$ cat config.mk
export PLATFORM = sky130hd
export DESIGN_NAME = aes_channel_arb
export DESIGN_NICKNAME = d
export VERILOG_FILES = /design/src/rtl/aes_channel_arb_pkg.sv /design/src/rtl/aes_channel_arb_tag.sv /design/src/rtl/aes_channel_arb.sv
export SDC_FILE = /design/constraint.sdc
export NUM_CORES = 2
export LEC_CHECK = 0
export ABC_AREA = 1
export CAP_MARGIN = 10
export CORE_AREA = 2 2 766 768
export CTS_BUF_LIST = sky130_fd_sc_hd__clkbuf_2 sky130_fd_sc_hd__clkbuf_4 sky130_fd_sc_hd__clkbuf_8
export DETAILED_ROUTE_END_ITERATION = 8
export DIE_AREA = 0 0 768 770
export HOLD_SLACK_MARGIN = 0.1
export PLACE_DENSITY = 0.31
export SETUP_SLACK_MARGIN = 0.02
export SYNTH_ARGS = -nofsm -noshare
export SYNTH_HDL_FRONTEND = slang
export SYNTH_HIERARCHICAL = 1
export SYNTH_SLANG_ARGS = --single-unit
$ cat constraint.sdc
create_clock -name clk -period 2.89 [get_ports clk]
set_clock_uncertainty 0.15 [all_clocks]
set_input_delay 0.578 -clock clk [delete_from_list [all_inputs] [get_ports clk]]
set_output_delay 0.578 -clock clk [all_outputs]
set_load 0.05 [all_outputs]
$ cat src/rtl/aes_channel_arb_pkg.sv
// Shared definitions for the AES channel arbiter: FSM state type, default
// bus widths, the default channel-index type and a modular increment helper.
package aes_channel_arb_pkg;

  localparam int AES_KEY_W       = 128;
  localparam int AES_DATA_W      = 128;
  localparam int AES_DEF_NCH     = 4;
  localparam int AES_DEF_MAX_OUT = 4;

  typedef logic [$clog2(AES_DEF_NCH)-1:0] ch_idx_t;

  typedef enum logic [1:0] {
    IDLE     = 2'd0,
    SEND_KEY = 2'd1,
    SEND_BLK = 2'd2
  } arb_state_t;

  // (v + 1) mod n, used for the round-robin pointer and FIFO pointers.
  function automatic int wrap_inc(input int v, input int n);
    return (v + 1 >= n) ? 0 : v + 1;
  endfunction

endpackage

$ cat src/rtl/aes_channel_arb_tag.sv
// aes_tag_fifo: synchronous FIFO of channel indices that records which
// channel owns each block in flight at the AES core. Supports push and pop
// in the same cycle at any occupancy, including full and empty.
module aes_tag_fifo
  import aes_channel_arb_pkg::*;
#(
  parameter  int WIDTH = 2,
  parameter  int DEPTH = AES_DEF_MAX_OUT,
  localparam int CNT_W = $clog2(DEPTH) + 1,
  localparam int PTR_W = (DEPTH > 1) ? $clog2(DEPTH) : 1
) (
  input  logic             clk,
  input  logic             resetH,
  input  logic             push,
  input  logic [WIDTH-1:0] push_data,
  input  logic             pop,
  output logic [WIDTH-1:0] head,
  output logic             full,
  output logic             empty,
  output logic [CNT_W-1:0] count
);

  logic [WIDTH-1:0] mem [DEPTH];
  logic [PTR_W-1:0] wr_ptr;
  logic [PTR_W-1:0] rd_ptr;
  logic             do_push;
  logic             do_pop;

  assign full    = (count == CNT_W'(DEPTH));
  assign empty   = (count == '0);
  assign do_pop  = pop && !empty;
  assign do_push = push && (!full || do_pop);
  assign head    = mem[rd_ptr];

  // Tag storage write port.
  // NOTE: the storage array has no reset; the pointers and count alone decide
  // which entries are live, so stale contents are never observed.
  always_ff @(posedge clk) begin
    if (do_push) mem[wr_ptr] <= push_data;
  end

  // Pointer and occupancy bookkeeping.
  // NOTE: state is updated with non-blocking assignments so every register
  // samples the pre-edge values regardless of statement order.
  always_ff @(posedge clk) begin
    if (resetH) begin
      wr_ptr <= '0;
      rd_ptr <= '0;
      count  <= '0;
    end else begin
      if (do_push) wr_ptr <= PTR_W'(wrap_inc(int'(wr_ptr), DEPTH));
      if (do_pop)  rd_ptr <= PTR_W'(wrap_inc(int'(rd_ptr), DEPTH));
      unique case ({do_push, do_pop})
        2'b10:   count <= count + CNT_W'(1);
        2'b01:   count <= count - CNT_W'(1);
        default: count <= count;
      endcase
    end
  end

endmodule

$ cat src/rtl/aes_channel_arb.sv
// aes_channel_arb: round-robin front end that lets NCH requester channels
// share one AES core. Requests go out as key then block; results come back
// in issue order and are routed to the owning channel via a tag FIFO.
// Optional feature: define AES_ARB_KEY_CACHE_EN to skip resending a key the
// core already holds.
module aes_channel_arb
  import aes_channel_arb_pkg::*;
#(
  parameter int NCH     = AES_DEF_NCH,
  parameter int KEY_W   = AES_KEY_W,
  parameter int DATA_W  = AES_DATA_W,
  parameter int MAX_OUT = AES_DEF_MAX_OUT
) (
  input  logic                          clk,
  input  logic                          resetH,
  input  logic [NCH-1:0]                ch_req_valid,
  input  logic [NCH-1:0][KEY_W-1:0]     ch_req_key,
  input  logic [NCH-1:0][DATA_W-1:0]    ch_req_data,
  output logic [NCH-1:0]                ch_req_ready,
  output logic [NCH-1:0]                ch_rsp_valid,
  output logic [NCH-1:0][DATA_W-1:0]    ch_rsp_data,
  input  logic [NCH-1:0]                ch_rsp_ready,
  output logic                          key_valid,
  input  logic                          key_ready,
  output logic [KEY_W-1:0]              key_data,
  output logic                          blk_valid,
  input  logic                          blk_ready,
  output logic [DATA_W-1:0]             blk_data,
  input  logic                          res_valid,
  output logic                          res_ready,
  input  logic [DATA_W-1:0]             res_data,
  output logic                          err_orphan
);

  localparam int CH_W  = $clog2(NCH);
  localparam int CNT_W = $clog2(MAX_OUT) + 1;

  arb_state_t       state;
  logic [CH_W-1:0]  rr_ptr;
  logic [CH_W-1:0]  grant_idx;
  logic [CH_W-1:0]  pick_idx;
  logic [CH_W-1:0]  scan_idx;
  logic             pick_vld;
  logic             key_hit;
  logic             tag_push;
  logic             tag_pop;
  logic [CH_W-1:0]  head;
  logic             fifo_full;
  logic             fifo_empty;
  logic [CNT_W-1:0] fifo_count;

  // Round-robin search: lowest channel index at or after rr_ptr, wrapping.
  always_comb begin
    pick_vld = 1'b0;
    pick_idx = '0;
    scan_idx = '0;
    // Scan from the farthest offset down so the nearest requester wins.
    for (int k = NCH - 1; k >= 0; k--) begin
      scan_idx = CH_W'((int'(rr_ptr) + k) % NCH);
      if (ch_req_valid[scan_idx]) begin
        pick_vld = 1'b1;
        pick_idx = scan_idx;
      end
    end
  end

`ifdef AES_ARB_KEY_CACHE_EN
  logic [KEY_W-1:0] cache_key;
  logic             cache_vld;

  // Remember the last key the core accepted so a repeated key skips SEND_KEY.
  always_ff @(posedge clk) begin
    if (resetH) begin
      cache_vld <= 1'b0;
      cache_key <= '0;
    end else if (state == SEND_KEY && key_ready) begin
      cache_vld <= 1'b1;
      cache_key <= key_data;
    end
  end

  assign key_hit = cache_vld && (ch_req_key[pick_idx] == cache_key);
`else
  assign key_hit = 1'b0;
`endif

  // Request FSM: grant a channel, present its key, present its block, retire.
  always_ff @(posedge clk) begin
    if (resetH) begin
      state     <= IDLE;
      rr_ptr    <= '0;
      grant_idx <= '0;
      key_valid <= 1'b0;
      blk_valid <= 1'b0;
      key_data  <= '0;
      blk_data  <= '0;
    end else begin
      unique case (state)
        IDLE: begin
          if (pick_vld && !fifo_full) begin
            grant_idx <= pick_idx;
            key_data  <= ch_req_key[pick_idx];
            blk_data  <= ch_req_data[pick_idx];
            if (key_hit) begin
              state     <= SEND_BLK;
              blk_valid <= 1'b1;
            end else begin
              state     <= SEND_KEY;
              key_valid <= 1'b1;
            end
          end
        end
        SEND_KEY: begin
          if (key_ready) begin
            key_valid <= 1'b0;
            blk_valid <= 1'b1;
            state     <= SEND_BLK;
          end
        end
        SEND_BLK: begin
          if (blk_ready) begin
            blk_valid <= 1'b0;
            rr_ptr    <= CH_W'(wrap_inc(int'(grant_idx), NCH));
            state     <= IDLE;
          end
        end
        default: state <= IDLE;
      endcase
    end
  end

  assign tag_push = (state == SEND_BLK) && blk_ready;

  // Acceptance pulse to the granted channel; suppressed while reset is held.
  always_comb begin
    // NOTE: default first so every path assigns the output and no latch forms.
    ch_req_ready = '0;
    if (tag_push && !resetH) ch_req_ready[grant_idx] = 1'b1;
  end

  aes_tag_fifo #(
    .WIDTH (CH_W),
    .DEPTH (MAX_OUT)
  ) u_tag_fifo (
    .clk       (clk),
    .resetH    (resetH),
    .push      (tag_push),
    .push_data (grant_idx),
    .pop       (tag_pop),
    .head      (head),
    .full      (fifo_full),
    .empty     (fifo_empty),
    .count     (fifo_count)
  );

  // Accept a result only when its owner's register is free or being drained.
  assign res_ready = !fifo_empty && (!ch_rsp_valid[head] || ch_rsp_ready[head]);
  assign tag_pop   = res_valid && res_ready;

  // Per-channel result registers plus the sticky orphan-result flag.
  always_ff @(posedge clk) begin
    if (resetH) begin
      ch_rsp_valid <= '0;
      ch_rsp_data  <= '0;
      err_orphan   <= 1'b0;
    end else begin
      for (int i = 0; i < NCH; i++) begin
        if (tag_pop && head == CH_W'(i)) begin
          ch_rsp_valid[i] <= 1'b1;
          ch_rsp_data[i]  <= res_data;
        end else if (ch_rsp_ready[i]) begin
          ch_rsp_valid[i] <= 1'b0;
        end
      end
      // A result with no tags in flight has no owner.
      if (res_valid && fifo_count == '0) err_orphan <= 1'b1;
    end
  end

endmodule

* Yosys cells after proc, flatten, opt, wreduce, memory -nomap -nowiden *
Memory sizes are Yosys's and may differ from the RTL's. A register that Yosys moved wholly into a read port is not among the register bits.
Index checks and enable logic that the tools add are counted.

storage, ports and cells
  register bits after elaboration = 788
  memory bits (writable) = 8
  bits of input ports = 1165
  output and inout bits = 780
  word-level logic and storage cells = 137
  memories = 1

operators by class
  add/sub/neg operators = 8
  magnitude comparators = 11
  equality and inequality tests = 11
  multiplexer cells = 53
  reduce and logical (&&, ||, !) cells = 34

memories
  memory          depth  bits a word  read ports  clocked after memory_dff  write ports  RTL line                   source
  u_tag_fifo.mem  4      2            1           1                         1            aes_channel_arb_tag.sv:23  logic [WIDTH-1:0] mem [DEPTH];

operator list
  kind                                                                  number
  128-bit binary-select mux with 2-bit select                           2
  128-bit 2-to-1 mux                                                    2
  1-bit 2-to-1 mux                                                      25
  2-bit 2-to-1 mux                                                      12
  2-bit by 3-bit < comparator with 1-bit output, second input constant  7
  2-bit nonzero test                                                    7
  1-bit logical AND                                                     13
  1-bit binary-select mux with 2-bit select                             6
  2-bit by 1-bit adder with 3-bit output, second input constant         3
  3-bit greater-or-equal comparator, second input constant              3
  3-bit AND reduction                                                   3
  2-bit == test, second input constant                                  4
  2-bit by 1-bit == test with 1-bit output, second input constant       3
  2-bit inequality test, second input constant                          3
  2-bit one-hot mux with 3 select lines                                 1
  3-bit one-hot mux with 2 select lines                                 1
  2-bit adder, second input constant                                    2
  1-bit logical NOT                                                     4
  2-bit logical NOT                                                     2
  4-bit 2-to-1 mux                                                      1
  1-bit one-hot mux with 2 select lines                                 2
  2-bit AND reduction                                                   2
  3-bit by 1-bit adder with 3-bit output, second input constant         1
  3-bit == test, second input constant                                  1
  6 further kinds                                                       7

* Longest topological paths before layout *
  word-level depth = 11
  mapped depth = 23
  depth with buffers taken out = 23

* Hierarchy *
Netlist, hierarchy kept.

modules (own cells, without submodules)
  module           instances  cells each  area an instance (um^2)
  aes_channel_arb  1          6306        38938.6
  aes_tag_fifo     1          91          829.5

* Worst setup path after synthesis *
Ideal clock, no wire load.

  kind = register to register
  start = reg (tool-made name)
  end = reg u_tag_fifo.count[2]
  library setup time = 0.113 ns
  arrival time = 2.604 ns
  setup slack = 0.023 ns
  cell stages (with the launch flop) = 23
  period minus slack after synthesis = 2.867 ns
  cell sequence = dfxtp_1 -> inv_1 -> nor2_1 -> o22ai_1 -> inv_1 -> nand2_1 -> inv_1 -> a22oi_1 -> nand3_1 -> nand3_1 -> nand2_1 -> nor2_1 -> inv_2 -> nor2_1 -> ha_1 -> inv_1 -> fa_1 -> inv_1 -> nand2_1 -> nand3_1 -> nand2_1 -> nand2_1 -> nor2_1

RTL lines
  what                  RTL line                   source
  end signal, assigned  aes_channel_arb_tag.sv:54  2'b10: count <= count + CNT_W'(1);
  end signal, assigned  aes_channel_arb_tag.sv:55  2'b01: count <= count - CNT_W'(1);
  end signal, assigned  aes_channel_arb_tag.sv:56  default: count <= count;
  end, declared         aes_channel_arb_tag.sv:20  output logic [CNT_W-1:0] count

==> flow_summary_export.csv <==
group,metric,value,unit
min_path,holdCritPathClass,"in -> reg",
grt,grt.overflow.total,0,
final_layout,seq_area,0.01607,mm2
power_and_ir_drop,seqPwrFrac,29.8,%
cts,cts.clk_slew.worst_paths,0.06,ns
worst_setup_path,reg_to_reg_endpoint,"ch_rsp_data[167]",
sta,finalSetupViolCount,130,
sta,period_minus_slack,3.388,ns
power_and_ir_drop,p_comb_share,33.4,%
routing,average_routed_wire_per_standard_cell,23.14,um
worst_setup_path,ff2ff_setup_slack,-0.50,ns
grt,number_of_antenna_violations_at_the_first_check_in_global_routing,253,
sta,max-slew-margin-rel,43.56,%
final_layout,nFillCells,67450,
grt,grt_max_degree,79,
worst_setup_path,critical_path_capture_point_type,"flop",
worst_setup_path,cp-start-kind,"flop",
floorplan,core,0.5836,mm2
power_and_ir_drop,power_switching,0.01566,W
final_layout,areaGrowthSynthToFinish,113.9,%
worst_setup_path,timing.setup.critical_path_class,"reg -> reg",
sta,setup_total_negative_slack,-51.95,ns
routing,dr.first_iter.drc_count,2916,
sta,post-route-period-util,117.2,%
cts,cts_made_buffers,188,
power_and_ir_drop,cell_internal_pwr,0.02543,W
final_layout,multi_input_gate_area,0.01928,mm2
final_layout,post_route_cells_drive_above_1_share,12.43,%
floorplan,die-height,770,um
floorplan,initial_core_util,6.814,%
routing,post-route-drc-count,0,
worst_setup_path,r2r.worst_path.cells,26,
sta,worst_slew_pin_slew,0.8440,ns
cts,tritoncts,"done",
power_and_ir_drop,design_power_total,0.04108,W
logic_synthesis,syn_inst,6397,
floorplan,num_rows,281,
routing,dr_total_vias,53350,
routing,postRouteWirelength,403200,um
sta,hold-worst-slack,0.2197,ns
cts,cts.sinks,798,
logic_synthesis,synth_sequential_area_ratio,40.37,%
sta,fin_hold_viols,0,
worst_setup_path,crit_required,3.63,ns
cts,clock-root-buffer,"clkbuf_8",
min_path,worstHoldEndpoint,"key_data[19]",
logic_synthesis,number_of_distinct_library_cells_after_synthesis,34,
power_and_ir_drop,ir_drop,0.3409,mV
place,dpl.cell_count,16040,
run,cap_viol_max_count,0,
logic_synthesis,ys_ff_latch,798,
routing,firstDrtPassIters,5,
logic_synthesis,ys.flop_type,"dfxtp_1",
status,result_of_the_run,"complete, but fails checks",
status,failing_checks,"setup timing",
min_path,holdPathStages,5,
logic_synthesis,synthesis_warning_total,6,
logic_synthesis,post_synth_instance_area,0.03977,mm2
sta,setup_repair_after_global_routing_missed_its_margin,"true",
power_and_ir_drop,fraction_of_power_consumed_by_the_clock_network,36.8,%
power_and_ir_drop,swShare,38.11,%
final_layout,finalNonFillerCells,17430,
cts,h-tree-depth,4,
floorplan,die_area,0.5914,mm2
logic_synthesis,synth.net_count,7573,
sta,max_clk_rate,0.2951,GHz
worst_setup_path,timing.critical_path.arrival,4.13,ns
place,gp_congestion,0.8721,
floorplan,design.portCount,1945,
worst_setup_path,crit_path_max_fanout,8,
cts,cts_buffer_depth,4,
cts,clk-insertion-delay-late,0.97,ns
sta,drv_slew,0,
grt,grt_pass1_vias,52960,
grt,grt_util_all_layers,13.01,%
final_layout,final_nets,10590,
logic_synthesis,avgSynthCellArea,6.217,um2
floorplan,die_width,768,um
power_and_ir_drop,power.leakage,37.69,nW
power_and_ir_drop,cellPowerDensity,482.9,mW/mm2
routing,drtAntennaViolNets,0,
place,port_buffers,1944,
min_path,min_from,"ch_req_key[403]",
logic_synthesis,ys_async_sr_fraction,0,%
place,dp_hpwl,341600,um
logic_synthesis,number_of_flops_mapped_to_enable_cells_by_yosys,8,
routing,route.detailed.vias_per_inst,3.062,
sta,timing.final.ws_setup,-0.4982,ns
grt,grt_pass1_wl,516700,um
[synth_stat cells (8+ instances only)]
cell / count / area share [%]
nand2_1: 1873 / 18
nor2_1: 1104 / 10
nand3_1: 978 / 12
dfxtp_1: 790 / 40
inv_1: 595 / 5.6
a21oi_1: 276 / 3.5
buf_2: 258 / 3.2
o21ai_0: 180 / 2.3
clkbuf_1: 170 / 1.6
o21ai_1: 67 / 0.84
buf_4: 23 / 0.43
buf_6: 21 / 0.59
ha_1: 10 / 0.31
edfxtp_1: 8 / 0.60
[final cells by class]
cell class	instances	share of cell area, %
Tap cell	7782	11.45
Multi-Input combinational cell	4522	22.67
Antenna cell	93	0.2736
Timing Repair Buffer	3296	39.25
Sequential cell	798	18.89
Inverter	604	2.711
Clock inverter	22	0.2751
Clock buffer	308	4.483
[kinds of logic (layout without fill, tap and decap cells)]
group	count (synthesis)	count (layout)	synth area share, %
adder cells (fa/ha/maj)	11	11	0.3650
AO/OA/AOI/OAI	530	530	6.701
AND/OR/NAND/NOR	3980	3980	40.94
flip-flops	798	798	40.37
other	0	93	0
XOR/XNOR	1	1	0.02203
buffers and inverters	1077	4230	11.60
[state kept, by name, summed over array words and instances, names as in the netlist, named ones only]
name	cells
ch_rsp_valid	4
u_tag_fifo/wr_ptr	2
u_tag_fifo/count	3
grant_idx	2
blk_valid	1
key_data	128
err_orphan	1
ch_rsp_data	512
u_tag_fifo/rd_ptr	2
blk_data	128
u_tag_fifo/mem	8
key_valid	1
state	2
rr_ptr	2
[power by group through the flow]
stage	combinational [W]	sequential (W)	clock (W)
after floorplan	0.00348	0.0148	0
after global placement	0.0130	0.0125	0
after detailed placement	0.0130	0.0125	0
after CTS	0.0141	0.0123	0.0160
after global routing	0.0147	0.0123	0.0163
final	0.0137	0.0123	0.0151
[worst max-delay path, cell delays in order (launching register included)]
cell and delay [ns]:
dfxtp_4 0.37, inv_6 0.08, nor2_2 0.04, o22ai_2 0.17, inv_2 0.08, nand2_2 0.09
inv_2 0.05, buf_4 0.12, buf_4 0.12, buf_4 0.12, buf_4 0.12, buf_4 0.12
buf_4 0.12, buf_4 0.12, buf_4 0.12, buf_4 0.12, buf_4 0.12, buf_4 0.12
nand4_1 0.08, buf_6 0.13, clkbuf_16 0.19, buf_16 0.19, buf_6 0.11, buf_6 0.12
nand2_1 0.05, nand2_1 0.05, nor2_1 0.03
[metal layers]
layer  global-route usage (%)  wire length [um]  up-vias
met5                        0               977        -
met4                    3.812             12620      148
met3                    5.410             38750      618
met2                    22.05            190000     2060
met1                    14.89            160800    24440
li1                         -                 -    26080
[worst max path at each step]
stage	startpoint	endpoint	slack, ns	cells after the start
after global routing	u_tag_fifo/mem[2][0]	res_ready	-0.67	13
after floorplan	flop	u_tag_fifo/count[2]	0.02	22
after detailed placement	ch_req_valid[0]	blk_data[68]	-0.63	15
after CTS	flop	res_ready	-0.62	12
after global placement	ch_req_valid[0]	blk_data[68]	-0.69	15
final	flop	ch_rsp_data[167]	-0.50	26
[through the flow]
step | util, % | cell area [um2] | setup slack (ns)
after floorplan | - | 39770 | 0.02268
after global placement | 12.14 | 70840 | -0.6912
after detailed placement | 12.14 | 70840 | -0.6302
after CTS | 14.44 | 84290 | -0.6237
after global routing | 14.56 | 84960 | -0.6746
final | 14.58 | 85070 | -0.4982
[repair_timing]
action                                   CTS  global route
cloned                                     0             6
gates resized for setup                 1282            61
buffers inserted                          12            19
hold buffers                             924             0
pin swaps                                 10             9
endpoints found under the setup margin   666           148
hold endpoints to repair                 522             0
[layout by cell type, fill, tap and decap left out, types with 4 or more instances in the layout]
master / n
a21oi_1: 275
buf_12: 124
buf_16: 7
buf_4: 394
buf_6: 17
buf_8: 5
clkbuf_16: 6
clkbuf_4: 68
clkbuf_8: 240
clkdlybuf4s15_1: 90
clkdlybuf4s15_2: 233
clkdlybuf4s50_1: 1164
clkinv_2: 11
dfxtp_1: 780
dfxtp_2: 8
diode_2: 93
dlygate4sd2_1: 328
dlygate4sd3_1: 924
edfxtp_1: 8
ha_1: 10
inv_1: 586
inv_2: 11
inv_6: 4
inv_8: 4
nand2_1: 1867
nand2_2: 8
nand2_4: 4
nand3_1: 976
nand4_1: 4
nor2_1: 1097
nor2_4: 7
o21ai_0: 176
o21ai_1: 67
Note: power is estimated with default switching activity, not from simulation.
